===== src/rtl/geiger_stack_reader.sv =====
// Receiver for the geiger stack byte bus: hunts for the sync byte, collects the
// payload, verifies the XOR checksum and hands the record to the logger.
`timescale 1ns/1ps
module geiger_stack_reader #(
   parameter logic [7:0] SYNC_BYTE      = 8'hA5,
   parameter int         PAYLOAD_BYTES  = 6,
   parameter int         TIMEOUT_CYCLES = 64
) (
   input  logic                         CLK_1MHZ,
   input  logic                         RESET,
   input  logic [7:0]                   D_IN,
   input  logic                         D_VALID,
   output logic                         D_READY,
   output logic [8*PAYLOAD_BYTES-1:0]   RECORD,
   output logic                         RECORD_VALID,
   input  logic                         RECORD_ACK,
   output logic                         CHK_ERR,
   output logic                         TIMEOUT_ERR,
   output logic [15:0]                  RECORD_COUNT,
   output logic [7:0]                   ERROR_COUNT
);

   localparam int REC_W = 8 * PAYLOAD_BYTES;
   localparam int IDX_W = (PAYLOAD_BYTES > 1) ? $clog2(PAYLOAD_BYTES) : 1;
   localparam int GAP_W = $clog2(TIMEOUT_CYCLES + 1);
   localparam logic [IDX_W-1:0] LAST_IDX = IDX_W'(PAYLOAD_BYTES - 1);
   localparam logic [GAP_W-1:0] GAP_LAST = GAP_W'(TIMEOUT_CYCLES - 1);

   typedef enum logic [1:0] {HUNT, PAYLOAD, CHECK, HOLD} state_t;

   state_t           state;
   logic [IDX_W-1:0] idx;
   logic [7:0]       xsum;
   logic [GAP_W-1:0] gap;
   logic [REC_W-1:0] sreg;
   logic             xfer;

   assign xfer = D_VALID && D_READY;

   function automatic logic [7:0] sat_inc8(input logic [7:0] v);
      return (v == 8'hFF) ? v : v + 8'd1;
   endfunction

   always_ff @(posedge CLK_1MHZ) begin
      if (RESET) begin
         state        <= HUNT;
         idx          <= '0;
         xsum         <= '0;
         gap          <= '0;
         D_READY      <= 1'b1;
         RECORD       <= '0;
         RECORD_VALID <= 1'b0;
         CHK_ERR      <= 1'b0;
         TIMEOUT_ERR  <= 1'b0;
         RECORD_COUNT <= '0;
         ERROR_COUNT  <= '0;
      end else begin
         CHK_ERR     <= 1'b0;
         TIMEOUT_ERR <= 1'b0;
         case (state)
            HUNT: begin
               if (xfer && D_IN == SYNC_BYTE) begin
                  state <= PAYLOAD;
                  idx   <= '0;
                  xsum  <= '0;
                  gap   <= '0;
               end
            end
            PAYLOAD: begin
               // Sync value inside the payload is plain data; no resync here.
               if (xfer) begin
                  sreg <= {sreg[REC_W-9:0], D_IN};
                  xsum <= xsum ^ D_IN;
                  gap  <= '0;
                  idx  <= idx + 1'b1;
                  if (idx == LAST_IDX)
                     state <= CHECK;
               end else if (gap == GAP_LAST) begin
                  TIMEOUT_ERR <= 1'b1;
                  ERROR_COUNT <= sat_inc8(ERROR_COUNT);
                  state       <= HUNT;
               end else begin
                  gap <= gap + 1'b1;
               end
            end
            CHECK: begin
               if (xfer) begin
                  if (D_IN == xsum) begin
                     RECORD       <= sreg;
                     RECORD_VALID <= 1'b1;
                     RECORD_COUNT <= RECORD_COUNT + 16'd1;
                     D_READY      <= 1'b0;
                     state        <= HOLD;
                  end else begin
                     CHK_ERR     <= 1'b1;
                     ERROR_COUNT <= sat_inc8(ERROR_COUNT);
                     state       <= HUNT;
                  end
               end else if (gap == GAP_LAST) begin
                  TIMEOUT_ERR <= 1'b1;
                  ERROR_COUNT <= sat_inc8(ERROR_COUNT);
                  state       <= HUNT;
               end else begin
                  gap <= gap + 1'b1;
               end
            end
            HOLD: begin
               // Stack stays back-pressured until the logger takes the record.
               if (RECORD_ACK && RECORD_VALID) begin
                  RECORD_VALID <= 1'b0;
                  D_READY      <= 1'b1;
                  state        <= HUNT;
               end
            end
            default: state <= HUNT;
         endcase
      end
   end

endmodule


===== config.mk =====
export PLATFORM = sky130hd
export DESIGN_NAME = geiger_stack_reader
export DESIGN_NICKNAME = d
export VERILOG_FILES = /design/src/rtl/geiger_stack_reader.sv
export SDC_FILE = /design/constraint.sdc
export NUM_CORES = 1
export LEC_CHECK = 0
export ABC_AREA = 1
export CORE_MARGIN = 8
export CORE_UTILIZATION = 45
export CTS_CLUSTER_DIAMETER = 30
export DETAILED_ROUTE_END_ITERATION = 10
export GPL_ROUTABILITY_DRIVEN = 0
export PLACE_DENSITY = 0.67
export SLEW_MARGIN = 20
export SYNTH_ARGS = -nofsm -noshare
export SYNTH_HDL_FRONTEND = slang
export SYNTH_SLANG_ARGS = --single-unit

===== constraint.sdc =====
create_clock -name CLK_1MHZ -period 10 [get_ports CLK_1MHZ]
set_input_delay 2 -clock CLK_1MHZ [delete_from_list [all_inputs] [get_ports CLK_1MHZ]]
set_output_delay 2 -clock CLK_1MHZ [all_outputs]
set_load 0.1 [all_outputs]

==> qor.txt <==
outcome = finished clean
die footprint = 16,600 sq um
# fillers = 1,099
initial antenna violation count = 0
Endpoint, Worst Hold = sreg[41]
DRT iter0 DRCs = 375
I/O pins = 88
Least-Margin Pin Slew = 1000 ps
Tot Pwr = 1.39 mW
vias per cell = 4.88
gr busiest metal = met2
fin crit share = 46.5%
Mapped Cells = 656
Slew Limit Fails = 0
register bit count reported by yosys = 144
most used cell, CP = nand2_1
worst path required time = 10,270 ps
Max Cap Viol = 0
pin count of the biggest net entering global routing = 70
min Tclk post-route = 4650 ps
CTS tree = yes
HP Class = reg -> reg
critical path fanouts, max = 63
min-delay src = sreg[33]
Worst path top cell family by delay = buffers and inverters
Final ANT Viol Nets = 0
setup slack, reg-to-reg = 6800 ps
layout cells sized above 1 = 5.57%
Port-buffer cells = 87
startpoint class of the critical path = input pin
GRT Total Usage = 15.6%
CTS Buf Count = 17
Crit Path Class = in -> reg
hold path cells = 0
Sink Count = 144
post-synth top area cell = dfxtp_1
H-tree level count = 4
Synthesized Nets = 678
vias in the first global route = 4,419
final wirelength = 12.6 mm
Crit path largest cell delay = 980 ps
syn_area_per_cell = 8.76 sq um
critical path's slowest cell = inv_2
setup ws final = 5350 ps
worst r2r path cells = 9
Post-Synthesis Cell Area = 5750 sq um
Starting Density = 45.7%
die extent in x = 129 microns
Post-CTS Resized = 0
endpoints failing setup = 0
TNS Setup = 0 ps
WHS = 449 ps
met1 usage = 18.5%
Slew HR = 33.2%
Arrival @ worst endpoint = 4920 ps
clk buf depth = 2
R2R Path End = RECORD_COUNT[5]
number of diodes = 0
max frequency = 215 MHz
utilization after layout = 57.8%
Yosys cell types = 32
DRT Pass-1 Iters = 5
clock root buffer = clkbuf_16
Worst Path Buf+Inv = 2
dpl cells = 894
RSZ-0062 raised after global routing = false
r2r startpoint = state[0]
Layout Cells excl Fill = 926
Area contributors post-synth = dfxtp_1, edfxtp_1, nor2_1
LEAKAGE = 2.83 nW
setup bufs post-CTS = 0
Detailed Place HPWL = 8.45 mm
met2 usage = 26.0%
clock transition at the registers of the reported paths = 60 ps
CP Capture Type = flip-flop
GR Overflow Total = 0
Place WS = 4900 ps
DRC viols = 0
Final Hold Viols = 0
Post-DP Area = 6720 sq um
WL/cell = 13.6 microns
core outline area = 12,600 sq um
design area = 7260 sq um
Syn. warnings = 0
Clk Latency, worst-skew pair = 420 ps
Final Net Count = 763
area grow syn2layout = 26.2%
critical path cell sequence = clkdlybuf4s50_1 -> nand2_1 -> nand2_1 -> nand2_1 -> nor2_2 -> nand3_4 -> inv_2 -> nand2_1 -> xor2_1 -> nor2_1
first-pass GRT wire length = 20.7 mm
met3 Use GR = 4.31%
cell row count = 41
power per cell area = 192 nW/um^2
DIE HEIGHT = 129 microns
Worst VDD drop = 105 uV
routed via count = 4,516
CTS Hold Bufs = 0
final setup skew = 9.23 ps
Seq/Total Area, Yosys = 58.5%
Synth top area share = 33.4%
==> cells by family (layout without fill, tap and decap cells) <==
| kind of cell | count (synthesis) | after routing | synth area share, % |
|---|---|---|---|
| AOI/OAI and AO/OA | 102 | 102 | 9.49 |
| xor gates and xnor gates | 13 | 13 | 1.98 |
| adders and majority gates | 10 | 10 | 2.18 |
| buffers and inverters | 85 | 183 | 6.35 |
| DFF | 144 | 144 | 58.5 |
| and+or+nand+nor | 302 | 302 | 21.5 |
==> cell usage after synthesis <==
master,n
and3_1,1
clkinv_2,1
a211oi_1,9
xor2_1,12
o21ai_1,33
nand4_1,6
inv_2,3
o21ai_2,2
buf_2,6
nor4_1,1
buf_6,4
nand2_1,95
clkbuf_1,9
nand2b_1,1
a21oi_1,24
nor2_2,3
nand3_4,1
nor2_1,155
xnor2_1,1
edfxtp_1,48
ha_1,10
nand3_1,27
nor3_1,8
dfxtp_1,96
nand3b_1,1
buf_4,2
o21ai_0,32
nand2_2,2
inv_1,59
o21bai_1,2
nand3_2,1
buf_1,1
==> worst max-delay path by stage <==
stage / from / endpoint / slack [ps] / cells past startpoint
3_5_place_dp: D_IN[2] / RECORD_COUNT[4] / 4900 / 10
3_3_place_gp: D_IN[3] / RECORD_COUNT[4] / 4970 / 10
6_report: D_IN[2] / RECORD_COUNT[5] / 5350 / 10
4_1_cts: D_IN[2] / RECORD_COUNT[5] / 5310 / 10
2_1_floorplan: D_VALID / sreg[0] / 5150 / 4
5_1_grt: D_IN[3] / RECORD_COUNT[4] / 5000 / 10
==> where the power goes <==
group          internal [mW]  leakage, nW  total, mW  switching, mW
registers              0.634         1.21      0.653         0.0196
logic                 0.0498         1.36      0.164          0.114
clock network          0.341        0.256      0.574          0.233
==> flip-flops by register name (all words and copies together) (netlist names) <==
signal,cells
CHK_ERR,1
D_READY,1
ERROR_COUNT,8
RECORD,48
RECORD_COUNT,16
RECORD_VALID,1
TIMEOUT_ERR,1
gap,7
idx,3
sreg,48
state,2
xsum,8
==> final cells by class <==
class / instances / area, sq um / area share [%]
clock buffer: 22 / 444 / 6.12
clock inverter: 10 / 90.1 / 1.24
inverter: 63 / 239 / 3.29
multi-input combinational: 427 / 2030 / 27.9
sequential: 144 / 3360 / 46.3
tap: 172 / 215 / 2.97
timing repair buffer: 88 / 878 / 12.1
==> per-layer routing <==
metal  share of wire, %  up-vias
met5                  0        -
met4               0.95        0
met3                5.4       10
met2                 47      102
met1                 47     2095
li1                   -     2309
==> cell usage in the layout (no fill, tap or decap), drive strengths merged <==
| master | count |
|---|---|
| nor2 | 158 |
| nand2 | 97 |
| dfxtp | 96 |
| clkdlybuf4s50 | 87 |
| o21ai | 67 |
| inv | 63 |
| edfxtp | 48 |
| nand3 | 29 |
| a21oi | 24 |
| clkbuf | 22 |
| xor2 | 12 |
| ha | 10 |
| a211oi | 9 |
| nor3 | 8 |
| clkinv | 7 |
| nand4 | 6 |
| o21bai | 2 |
| clkinvlp | 2 |
| nand3b | 1 |
| xnor2 | 1 |
| and3 | 1 |
| nand2b | 1 |
| nor4 | 1 |
| bufinv | 1 |
| buf | 1 |
(Power assumes the default switching activity.)
